File: config.mk
export PLATFORM = sky130hd
export DESIGN_NAME = psum_accumulator
export DESIGN_NICKNAME = d
export VERILOG_FILES = /design/src/rtl/psum_accumulator.sv
export SDC_FILE = /design/constraint.sdc
export NUM_CORES = 1
export LEC_CHECK = 0
export CAP_MARGIN = 15
export CORE_MARGIN = 4
export CORE_UTILIZATION = 55
export CTS_BUF_LIST = sky130_fd_sc_hd__clkbuf_4 sky130_fd_sc_hd__clkbuf_8
export DETAILED_ROUTE_END_ITERATION = 16
export PLACE_DENSITY = 0.83
export SLEW_MARGIN = 40
export SYNTH_ARGS = -nofsm -noshare
export SYNTH_HDL_FRONTEND = slang
export SYNTH_SLANG_ARGS = --single-unit
export TNS_END_PERCENT = 50
File: constraint.sdc
create_clock -name CLK -period 2.6 [get_ports CLK]
set_input_delay 0.52 -clock CLK [delete_from_list [all_inputs] [get_ports CLK]]
set_output_delay 0.52 -clock CLK [all_outputs]
set_load 0.02 [all_outputs]
File: src/rtl/psum_accumulator.sv
// Partial-sum accumulator: sums a programmable number of W-bit two's-complement terms
// and presents each finished group on a valid/ready port with a sticky overflow flag.
module psum_accumulator #(
  parameter int W     = 16,
  parameter int CNT_W = 8
) (
  input  logic             CLK,
  input  logic             RST,
  input  logic [CNT_W-1:0] len,
  input  logic             in_valid,
  output logic             in_ready,
  input  logic [W-1:0]     in_data,
  output logic             out_valid,
  input  logic             out_ready,
  output logic [W-1:0]     out_data,
  output logic             out_ovf
);

  typedef enum logic [1:0] {
    IDLE = 2'd0,
    ACC  = 2'd1,
    HOLD = 2'd2
  } state_t;

  state_t state, state_nxt;

  logic signed [W-1:0] acc;
  logic signed [W-1:0] term;
  logic signed [W-1:0] sum;
  logic                ovf;
  logic                beat_ovf;
  logic [CNT_W-1:0]    cnt;
  logic [CNT_W-1:0]    len_q;
  logic [CNT_W-1:0]    len_eff;
  logic [CNT_W:0]      cnt_inc;
  logic                accept;
  logic                take;

  // Wrapping add, identical to the upstream adder: no saturation, carry discarded.
  function automatic logic signed [W-1:0] wrap_add(input logic signed [W-1:0] a,
                                                    input logic signed [W-1:0] b);
    logic signed [W:0] full;
    full = {a[W-1], a} + {b[W-1], b};
    return full[W-1:0];
  endfunction

  function automatic logic add_ovf(input logic signed [W-1:0] a,
                                   input logic signed [W-1:0] b,
                                   input logic signed [W-1:0] s);
    return (a[W-1] == b[W-1]) && (s[W-1] != a[W-1]);
  endfunction

  always_comb begin
    term     = signed'(in_data);
    sum      = wrap_add(acc, term);
    beat_ovf = add_ovf(acc, term, sum);
    len_eff  = (len == '0) ? {{(CNT_W-1){1'b0}}, 1'b1} : len;
    cnt_inc  = {1'b0, cnt} + {{CNT_W{1'b0}}, 1'b1};
  end

  // Handshakes are decoded from state only, so in_valid never reaches in_ready
  // and out_ready never reaches out_valid.
  assign accept = in_valid & (state != HOLD);
  assign take   = out_ready & (state == HOLD);

  always_ff @(posedge CLK) begin
    if (RST) state <= IDLE;
    else     state <= state_nxt;
  end

  always_comb begin
    state_nxt = state;
    case (state)
      IDLE: if (accept) state_nxt = (len_eff == {{(CNT_W-1){1'b0}}, 1'b1}) ? HOLD : ACC;
      ACC:  if (accept && (cnt_inc == {1'b0, len_q})) state_nxt = HOLD;
      HOLD: if (take) state_nxt = IDLE;
      default: state_nxt = IDLE;
    endcase
  end

  always_comb begin
    in_ready  = 1'b0;
    out_valid = 1'b0;
    out_data  = '0;
    out_ovf   = 1'b0;
    case (state)
      IDLE, ACC: in_ready = ~RST;
      HOLD: begin
        out_valid = 1'b1;
        out_data  = acc;
        out_ovf   = ovf;
      end
      default: ;
    endcase
  end

  // Sum, overflow, beat count and latched group length; reset discards any partial sum.
  always_ff @(posedge CLK) begin
    if (RST) begin
      acc   <= '0;
      ovf   <= 1'b0;
      cnt   <= '0;
      len_q <= '0;
    end else begin
      case (state)
        IDLE: if (accept) begin
          acc   <= term;
          ovf   <= 1'b0;
          cnt   <= {{(CNT_W-1){1'b0}}, 1'b1};
          len_q <= len_eff;
        end
        ACC: if (accept) begin
          acc <= sum;
          ovf <= ovf | beat_ovf;
          cnt <= cnt_inc[CNT_W-1:0];
        end
        default: ;
      endcase
    end
  end

endmodule

Word level (Yosys, flattened, before mapping)
Cells that the tools add are included.
{ "totals": {"reg_bits": 35, "input_bits": 28, "word_cells": 50} }
{ "op_classes": {"add_sub_neg": 2, "n_eq_ne": 11, "n_mux": 19, "n_bitwise": 4, "reduce_logical": 9} }
{ "op_table": {"columns": ["cell", "n"], "rows": [
  ["two-way mux 16 bit", 3],
  ["one-hot mux 16 bit (2 select lines)", 1],
  ["two-way mux 8 bit", 3],
  ["adder 16 bit", 1],
  ["one-hot mux 8 bit (2 select lines)", 1],
  ["!= test 2 bit (second input constant)", 5],
  ["adder 8 x 1 -> 9 bit (second input constant)", 1],
  ["equality test 9 x 8 -> 1 bit", 1],
  ["equality test 8 x 1 -> 1 bit (second input constant)", 1],
  ["zero test 8 bit", 1],
  ["two-way mux 2 bit", 4],
  ["one-hot mux 2 bit (3 select lines)", 1],
  ["AND reduction 3 bit", 2],
  ["two-way mux 1 bit", 5],
  ["AND 1 bit", 2],
  ["equality test 2 x 1 -> 1 bit (second input constant)", 1],
  ["equality test 2 bit (second input constant)", 1],
  ["logical AND 1 bit", 2],
  ["zero test 2 bit", 1],
  ["one-hot mux 1 bit (2 select lines)", 1],
  ["AND reduction 2 bit", 1],
  ["nonzero test 2 bit", 1],
  ["OR reduction 2 bit", 1],
  ["equality test 1 bit", 1],
  ["3 further kinds", 3]
]} }

Logic depth before layout (Yosys ltp)
{ "logic_depth": {"ltp_word": 6, "ltp_mapped": 10, "ltp_nobuf": 10} }

Least setup slack after synthesis
No wires, ideal clock.
{ "synth_timing": {"path_type": "input to register", "start": "input port in_data[0]", "end": "register acc[12]", "setup_time_ps": 92, "t_arrival_ps": 2212, "required_time_ps": 2508, "slack_ps": 296, "path_stages": 10, "n_path_buf": 0, "cell_sequence": "ha_1 > inv_1 > fa_1 > nor2b_1 > o211ai_1 > a21boi_1 > o41a_1 > mux2i_1 > o31a_1 > nor4_1"} }
{ "synth_via": {"elab_chain_cells": 3} }
{ "synth_rtl": {"columns": ["element", "line", "rtl"], "rows": [
  ["start, declared", "12", "input logic [W-1:0] in_data,"],
  ["adder 16 bit", "43", "full = {a[W-1], a} + {b[W-1], b};"],
  ["two-way mux 16 bit", "112", "ACC: if (accept) begin"],
  ["one-hot mux 16 bit (2 select lines)", "105", "case (state)"],
  ["end signal, assigned", "107", "acc <= term;"],
  ["end signal, assigned", "113", "acc <= sum;"],
  ["end, declared", "27", "logic signed [W-1:0] acc;"]
]} }
No other way between the ends. The select of a mux whose other input is x is not followed.
A chain may end at the register's enable or synchronous reset.

Worst setup path in the final report
{ "layout_timing": {"start": "input port in_data[5]", "end": "register acc[12]"} }
The elaborated chain is that of the path after synthesis.

==> flow_summary.json <==
{
  "ys_types": 60,
  "gr-total-overflow": 0,
  "synth_edf_count": 0,
  "start_kind": "input port",
  "cts_buffers": 5,
  "drv_cap": 0,
  "leakagePower_nw": 1.46,
  "clockRootBuffer": "clkbuf_8",
  "min_to": "acc[9]",
  "worstPathRequired_ns": 2.81,
  "rows": 24,
  "clk_pin_slew_ns": 0.08,
  "layout_min_cycle_time_ns": 2.54,
  "die_y_um": 77.4,
  "initial_core_util_pct": 58.7,
  "wl_per_cell_um": 16.6,
  "postRouteAntennaNets": 0,
  "core_area_um2": 4500,
  "critPathKind": "input port to flop",
  "wl_mm": 7.64,
  "die_area_um2": 5980,
  "drt_first_pass_iters": 4,
  "powerDensity_nw_per_um2": 443,
  "status": "finished, final reports clean",
  "diodes": 0,
  "ys_seq_area_share_pct": 26.5,
  "worstPathMaxFanout": 3,
  "hold_start": "acc[9]",
  "reg2reg_from": "acc[0]",
  "timing.final.hold_violations": 0,
  "dp_hpwl_mm": 5.42,
  "yosys_warnings": 0,
  "end_kind": "flop",
  "slew_headroom_pct": 65.9,
  "ys.flop_type": "dfxtp_1",
  "htreeDepth": 2,
  "grt_pass1_vias": 2634,
  "grt.total_usage_pct": 24.7,
  "finClkSkew_ns": 0.00947,
  "ir_drop_uv": 272,
  "p_total_mw": 1.56,
  "synth_fp_nets": 381,
  "worstMarginPinSlew_ns": 0.511,
  "grt_pass1_wl_mm": 12.2,
  "routed_via_density": 5.99,
  "area_delta_synth_final_pct": 33.3,
  "rrSetupSlack_ns": 0.24,
  "grt_max_degree": 32,
  "whs_ns": 0.467,
  "place_congestion": 0.935,
  "drive_above_1_share_pct": 16.4,
  "async_reset_ff_share_pct": 0,
  "fin_util_pct": 78.3,
  "clockBufferDepth": 2,
  "min_delay_path_depth": 2,
  "finalSetupViolCount": 0,
  "clk_latency_ns": 0.30,
  "timing.rr.end": "acc[12]",
  "dr_total_vias": 2761,
  "dpl-instance-area_um2": 3300,
  "setup_tns_ns": 0,
  "io_pins": 47,
  "cts.sinks": 35,
  "netlist_instances": 336,
  "reg2reg_depth": 10,
  "syn_area_per_cell_um2": 7.87,
  "final_nets": 453,
  "drtIter0Drc": 213,
  "slew_violations": 0,
  "yosys_register_bits": 35,
  "drc": 0,
  "portBuffers": 46,
  "rsz0062_at_grt": "true",
  "final_cell_area_um2": 3530,
  "die_width_um": 77.4,
  "hp-class": "flop to flop",
  "antenna_found_initial": 0,
  "fmax_mhz": 393,
  "synth_area_um2": 2650,
  "cts_tree": "done",
  "worstPathArrival_ns": 2.75,
  "period_share_pct": 97.8
}
-- cells in the final DEF (no fill, tap or decap), types with 6 or more instances in the layout --
cell / instances
nand3_1: 7
nor3_1: 7
and2_1: 18
a21oi_1: 30
dfxtp_1: 35
xnor2_1: 11
mux2i_1: 8
buf_4: 37
nor2b_1: 6
o21a_1: 6
clkdlybuf4s50_1: 42
nand2_1: 35
o21ai_0: 13
a211oi_1: 9
nor2_1: 29
ha_1: 10
xor2_1: 8
-- area by class of cell --
cell class	instances	area, um2
Clock buffer	5	68.8
Fill cell	315	978
Timing Repair Buffer	83	748
Sequential cell	35	701
Inverter	7	26.3
Clock inverter	3	20.0
Tap cell	52	65.1
Multi-Input combinational cell	276	1900
-- stage by stage --
step | worst slack (ns) | instances
6_report | 0.0571 | 461
5_1_grt | -0.0573 | 461
4_1_cts | 0.00882 | 458
3_5_place_dp | -0.384 | 448
3_3_place_gp | -0.296 | 448
2_1_floorplan | 0.296 | 336
-- registers in the layout, indices dropped and copies added, names as in the netlist --
register  flops
acc          16
cnt           8
state         2
ovf           1
len_q         8
-- worst max path at each step --
stage	start	end	slack, ns
finish	in_data[5]	acc[12]	0.06
global route	in_data[7]	acc[15]	-0.06
CTS	in_data[0]	acc[12]	0.009
detailed placement	in_data[0]	acc[12]	-0.38
global placement	in_data[0]	acc[12]	-0.30
floorplan	in_data[0]	acc[12]	0.30
-- where the power goes --
group	total (mW)	switching, mW	leakage (nW)	internal [mW]
sequential	0.607	0.0350	0.288	0.572
combinational	0.546	0.273	1.13	0.272
clock	0.408	0.221	0.0402	0.186
total	1.56	0.529	1.46	1.03
-- per-layer routing --
metal | vias to the layer above | part of all wire [%] | GRT usage, %
met5 | - | 0 | 0
met4 | 0 | 1.3 | 7.12
met3 | 13 | 6.9 | 3.70
met2 | 113 | 49 | 43.4
met1 | 1273 | 43 | 31.5
li1 | 1362 | - | -
-- cell families (layout without fill, tap and decap cells) --
group / Yosys count / after routing / share of synthesized area (%)
buffers and inverters: 25 / 98 / 5.35
adders and majority gates: 17 / 17 / 8.33
AOI/OAI and AO/OA: 103 / 103 / 25.9
DFF: 35 / 35 / 26.5
and+or+nand+nor: 128 / 128 / 24.2
xor gates and xnor gates: 19 / 19 / 6.29
muxes: 9 / 9 / 3.45
-- repair_timing --
item	in CTS	in global routing
pin swaps	2	8
gates resized for setup	1	17
hold buffers	0	0
setup buffers	2	3
endpoints found under the setup margin	1	6
-- synthesized netlist by cell type (2+ instances only) --
master | n | share of area, %
a211o_1 | 2 | 0.66
a211oi_1 | 9 | 2.6
a21o_1 | 5 | 1.4
a21oi_1 | 30 | 5.7
a221oi_1 | 2 | 0.66
a22oi_1 | 4 | 1.1
a31oi_1 | 4 | 0.95
and2_1 | 18 | 4.3
and3_1 | 2 | 0.47
buf_6 | 5 | 2.1
clkbuf_1 | 9 | 1.3
dfxtp_1 | 35 | 26
ha_1 | 16 | 7.6
inv_1 | 7 | 0.99
mux2i_1 | 8 | 3.0
nand2_1 | 35 | 5.0
nand2b_1 | 5 | 1.2
nand3_1 | 7 | 1.3
nor2_1 | 29 | 4.1
nor2b_1 | 8 | 1.9
nor3_1 | 7 | 1.3
nor4_1 | 4 | 0.95
o211ai_1 | 3 | 0.85
o21a_1 | 6 | 1.7
o21ai_0 | 13 | 2.5
o21ai_1 | 4 | 0.76
o221ai_1 | 3 | 0.99
o22ai_1 | 3 | 0.71
o31ai_1 | 3 | 0.85
or2_1 | 2 | 0.47
or3_1 | 2 | 0.47
xnor2_1 | 11 | 3.6
xor2_1 | 8 | 2.6
-- worst max-delay path, stage by stage --
cell and delay (ns):
clkdlybuf4s50_1 0.45, ha_1 0.35, buf_4 0.16, a21boi_2 0.16, o41a_1 0.45, mux2i_1 0.13, o31a_1 0.28, nor4_1 0.25
No activity file was read; power rests on OpenSTA's default activity.
